==> src/rtl/bus_arbiter2_pkg.sv <==
// Shared grant encodings, FSM states and owner tags for the two-master bus arbiter.
// The grant encodings feed the 3-input bus mux select directly.
package bus_arbiter2_pkg;

    localparam logic [1:0] GRANT_NONE = 2'b00;
    localparam logic [1:0] GRANT_M0   = 2'b10;
    localparam logic [1:0] GRANT_M1   = 2'b01;

    typedef enum logic [1:0] {
        ST_IDLE = 2'd0,
        ST_OWN0 = 2'd1,
        ST_OWN1 = 2'd2
    } arb_state_e;

    typedef enum logic {
        OWNER_M0 = 1'b0,
        OWNER_M1 = 1'b1
    } owner_e;

    function automatic logic [1:0] state_grant(input arb_state_e s);
        case (s)
            ST_OWN0: state_grant = GRANT_M0;
            ST_OWN1: state_grant = GRANT_M1;
            default: state_grant = GRANT_NONE;
        endcase
    endfunction

endpackage

==> src/rtl/bus_arbiter2_hold_counter.sv <==
// Saturating hold counter: counts contended cycles of the current bus owner.
// Stops at MAX_HOLD-1 and flags expiry there; never wraps.
module arb_hold_counter #(
    parameter int unsigned MAX_HOLD = 16,
    parameter int unsigned CW       = 5
) (
    input  logic          clk,
    input  logic          reset_n,
    input  logic          clr,
    input  logic          inc,
    output logic [CW-1:0] cnt,
    output logic          expired
);

    localparam logic [CW-1:0] LIMIT = CW'(MAX_HOLD - 1);

    logic [CW-1:0] cnt_q;

    always_ff @(posedge clk or negedge reset_n) begin
        if (!reset_n) begin
            cnt_q <= '0;
        end else if (clr) begin
            cnt_q <= '0;
        end else if (inc && (cnt_q != LIMIT)) begin
            cnt_q <= cnt_q + CW'(1);
        end
    end

    assign cnt     = cnt_q;
    assign expired = (cnt_q == LIMIT);

endmodule

==> src/rtl/bus_arbiter2.sv <==
// Two-master round-robin bus arbiter with bounded hold time.
// Grant, preempt and hold_cnt are all registered; no combinational path from requests.
module bus_arbiter2
    import bus_arbiter2_pkg::*;
#(
    parameter int unsigned MAX_HOLD = 16,
    parameter int unsigned CW       = 5
) (
    input  logic          clk,
    input  logic          reset_n,
    input  logic          m0_req,
    input  logic          m1_req,
    output logic [1:0]    grant,
    output logic          m0_grant,
    output logic          m1_grant,
    output logic          preempt,
    output logic [CW-1:0] hold_cnt
);

    arb_state_e state_q, state_d;
    owner_e     last_q, last_d;
    logic [1:0] grant_q;
    logic       preempt_q, preempt_d;
    logic       cnt_clr, cnt_inc, expired;

    always_comb begin
        state_d   = state_q;
        preempt_d = 1'b0;
        last_d    = last_q;
        case (state_q)
            ST_IDLE: begin
                if (m0_req && m1_req) begin
                    state_d = (last_q == OWNER_M1) ? ST_OWN0 : ST_OWN1;
                end else if (m0_req) begin
                    state_d = ST_OWN0;
                end else if (m1_req) begin
                    state_d = ST_OWN1;
                end
            end
            ST_OWN0: begin
                if (!m0_req) begin
                    state_d = m1_req ? ST_OWN1 : ST_IDLE;
                end else if (m1_req && expired) begin
                    state_d   = ST_OWN1;
                    preempt_d = 1'b1;
                end
            end
            ST_OWN1: begin
                if (!m1_req) begin
                    state_d = m0_req ? ST_OWN0 : ST_IDLE;
                end else if (m0_req && expired) begin
                    state_d   = ST_OWN0;
                    preempt_d = 1'b1;
                end
            end
            default: state_d = ST_IDLE;
        endcase

        if (state_d == ST_OWN0 && state_q != ST_OWN0) begin
            last_d = OWNER_M0;
        end else if (state_d == ST_OWN1 && state_q != ST_OWN1) begin
            last_d = OWNER_M1;
        end
    end

    // Counter restarts on any state change; otherwise it advances only while contended.
    assign cnt_clr = (state_d != state_q);
    assign cnt_inc = ((state_q == ST_OWN0) && m1_req) || ((state_q == ST_OWN1) && m0_req);

    arb_hold_counter #(
        .MAX_HOLD (MAX_HOLD),
        .CW       (CW)
    ) u_hold (
        .clk     (clk),
        .reset_n (reset_n),
        .clr     (cnt_clr),
        .inc     (cnt_inc),
        .cnt     (hold_cnt),
        .expired (expired)
    );

    always_ff @(posedge clk or negedge reset_n) begin
        if (!reset_n) begin
            state_q   <= ST_IDLE;
            last_q    <= OWNER_M1;
            grant_q   <= GRANT_NONE;
            preempt_q <= 1'b0;
        end else begin
            state_q   <= state_d;
            last_q    <= last_d;
            grant_q   <= state_grant(state_d);
            preempt_q <= preempt_d;
        end
    end

    assign grant    = grant_q;
    assign m0_grant = grant_q[1];
    assign m1_grant = grant_q[0];
    assign preempt  = preempt_q;

endmodule

==> config.mk <==
export PLATFORM = sky130hd
export DESIGN_NAME = bus_arbiter2
export DESIGN_NICKNAME = d
export VERILOG_FILES = /design/src/rtl/bus_arbiter2_pkg.sv /design/src/rtl/bus_arbiter2_hold_counter.sv /design/src/rtl/bus_arbiter2.sv
export SDC_FILE = /design/constraint.sdc
export NUM_CORES = 1
export LEC_CHECK = 0
export ABC_AREA = 1
export ABC_CLOCK_PERIOD_IN_PS = 2300
export CAP_MARGIN = 30
export CORE_MARGIN = 5
export CORE_UTILIZATION = 50
export DETAILED_ROUTE_END_ITERATION = 8
export PLACE_DENSITY = 0.83
export SYNTH_ARGS = -nofsm -noshare
export SYNTH_HDL_FRONTEND = slang
export SYNTH_HIERARCHICAL = 1
export SYNTH_SLANG_ARGS = --single-unit
==> constraint.sdc <==
create_clock -name clk -period 2.3 [get_ports clk]
set_input_delay 0.46 -clock clk [delete_from_list [all_inputs] [get_ports clk]]
set_output_delay 0.46 -clock clk [all_outputs]
set_load 0.005 [all_outputs]
==> results.sh <==
export IMPL_crit_path_start_kind="register"
export IMPL_final_area_um2=943
export IMPL_critPathRequiredTime_ps=2510
export IMPL_vias=656
export IMPL_setup_violations=0
export IMPL_holdPathEnd="last_q"
export IMPL_cts_resized=0
export IMPL_r2r_end="u_hold/cnt[1]"
export IMPL_rows=14
export IMPL_first_pass_iters=4
export IMPL_fmax_ghz=0.487
export IMPL_htreeDepth=1
export IMPL_drtAntennaViolNets=0
export IMPL_critical_path_max_fanout=5
export IMPL_syn_area_um2=797
export IMPL_multi_input_comb_area_um2=430
export IMPL_ios=14
export IMPL_cts_num_sinks=11
export IMPL_grt_first_pass_wirelength_um=2790
export IMPL_dp_slack_ps=46.3
export IMPL_overflow=0
export IMPL_slew_headroom=0.666
export IMPL_cp_end_kind="register"
export IMPL_start_util=0.529
export IMPL_nets=125
export IMPL_drv_cap=0
export IMPL_post_cts_buffers=0
export IMPL_min_from="last_q"
export IMPL_hold_depth=2
export IMPL_worst_pin_slew_ps=500
export IMPL_critPathKind="reg -> reg"
export IMPL_r2r_cells=15
export IMPL_io_buffers=13
export IMPL_cp_startpoint="u_hold/cnt[0]"
export IMPL_synth_nets=110
export IMPL_seqCellArea_um2=277
export IMPL_place_hpwl_um=1230
export IMPL_grt_pass1_vias=641
export IMPL_final_cells=130
export IMPL_slew_viol_final=0
export IMPL_dieHeight_um=49.9
export IMPL_min_period_over_period=0.894
export IMPL_wl_um=1530
export IMPL_rsz0062_at_grt="false"
export IMPL_hold_class="reg -> reg"
export IMPL_status="completed"
export IMPL_syn_to_final_growth_pct=18.4
export IMPL_cts_tree="built"
export IMPL_grt_start_max_net_pins=12
export IMPL_die_area_mm2=0.00249
export IMPL_fillCellCount=134
export IMPL_power_w=0.00104
export IMPL_worst_slack_ps=245
export IMPL_insertion_delay_ps=280
export IMPL_post_route_min_period_ps=2060
export IMPL_fin_worst_skew_ps=4.24
export IMPL_yosys_warnings=6
export IMPL_place_inst=126
export IMPL_finalSetupTns_ps=0
export IMPL_worstReg2RegStart="u_hold/cnt[0]"
export IMPL_wl_per_cell_um=11.7
export IMPL_synth_area_per_cell_um2=7.97
export IMPL_power_density_mw_per_mm2=1100
export IMPL_synth_seq_area_share=0.347
export IMPL_viasPerCell=5.05
export IMPL_root_buffer="clkbuf_4"
export IMPL_drc_errors=0
export IMPL_placed_area_um2=917
export IMPL_cts_buffers=3
export IMPL_place_congestion=0.797
export IMPL_n_antenna_cell=0
export IMPL_synthCells=100
export IMPL_vdd_drop_max_mv=0.694
export IMPL_r2r_setup_slack_ps=240
export IMPL_hold_viol_final=0
export IMPL_grt_antenna_before_repair=0
export IMPL_synth_seq_cells=11
export IMPL_cp_arrival_ps=2270
export IMPL_drive_gt1_frac=0.254
export IMPL_grt_util_all_layers=0.147
export IMPL_holdBufCountCts=0
export IMPL_clockBufferDepth=2
export IMPL_core_area_mm2=0.00151
export IMPL_dr_first_iter_drc_count=10
export IMPL_fp_dieW_um=49.9
export IMPL_leakage_nw=0.459
export IMPL_cts_clk_slew_worst_paths_ps=80
export IMPL_ys_types=21
[sequential cells by signal, indices dropped and copies added, names as in the netlist]
| name | count |
|---|---|
| u_hold/cnt | 5 |
| last_q | 1 |
| state_q | 2 |
| preempt | 1 |
| grant | 2 |
[through the flow]
| stage | hold WS (ps) | util |
|---|---|---|
| 6_report | 474 | 0.626 |
| 5_1_grt | 517 | 0.626 |
| 4_1_cts | 476 | 0.626 |
| 3_5_place_dp | 464 | 0.609 |
| 3_3_place_gp | 460 | 0.609 |
| 2_1_floorplan | 164 | - |
[cells by family (layout without fill, tap and decap cells)]
family	after synthesis	after routing	synth area share
AOI/OAI and AO/OA	7	7	0.0549
adders and majority gates	6	6	0.0942
buffers and inverters	18	32	0.113
DFF	11	11	0.347
and+or+nand+nor	58	58	0.391
[worst max-delay path by stage]
stage	endpoint	slack [ps]	cells past startpoint
2_1_floorplan	u_hold/cnt[1]	460	15
3_3_place_gp	u_hold/cnt[1]	80	11
3_5_place_dp	u_hold/cnt[1]	50	11
4_1_cts	u_hold/cnt[1]	230	15
5_1_grt	u_hold/cnt[4]	5	14
6_report	u_hold/cnt[1]	240	15
[routing by layer]
layer | track usage | part of all wire
met1 | 0.194 | 0.47
met4 | 0.0786 | 0.026
met5 | 0 | 0
met3 | 0.0361 | 0.064
met2 | 0.218 | 0.44
[report_power, final]
group | internal [W] | total, W | switching, W | leakage, nW
combinational | 0.000250 | 0.000582 | 0.000332 | 0.299
clock | 0.0000675 | 0.000141 | 0.0000738 | 0.0150
sequential | 0.000257 | 0.000313 | 0.0000557 | 0.145
total | 0.000574 | 0.00104 | 0.000462 | 0.459
[cell usage after synthesis, drive strengths merged]
cell	count	area share
a21oi	3	0.019
buf	4	0.047
dfrtp	10	0.31
dfstp	1	0.033
ha	6	0.094
inv	14	0.066
nand2	28	0.17
nand3	9	0.091
nand4	4	0.031
nor2	17	0.10
o21ai	3	0.028
o22ai	1	0.0079
[critical path, stage by stage, from the launching register on]
cell and delay, ps:
dfrtp_1 410, ha_1 230, nand2_1 70, nor2_1 50
ha_1 240, nand2_1 100, nand3_1 90, nand2_2 120
nand3_4 100, nand2_2 90, inv_2 40, nand2_2 50
nand3_2 60, inv_1 120, o21ai_0 100, nor2_1 100
[final cells by class]
class                           count  area share
Multi-Input combinational cell     71       0.456
Sequential cell                    11       0.293
Timing Repair Buffer               14       0.146
Inverter                           14      0.0557
Clock buffer                        4      0.0279
Tap cell                           16      0.0212
[cell usage in the layout (no fill, tap or decap)]
cell	instances
a21oi_1	3
buf_4	1
clkbuf_1	1
clkbuf_4	3
clkdlybuf4s50_1	13
dfrtp_1	10
dfstp_2	1
ha_1	6
inv_1	8
inv_2	6
nand2_1	19
nand2_2	8
nand2_4	1
nand3_1	5
nand3_2	3
nand3_4	1
nand4_1	4
nor2_1	14
nor2_2	1
nor2_4	2
o21ai_0	1
o21ai_2	2
o22ai_1	1
Power figures use the tool's default switching activity.
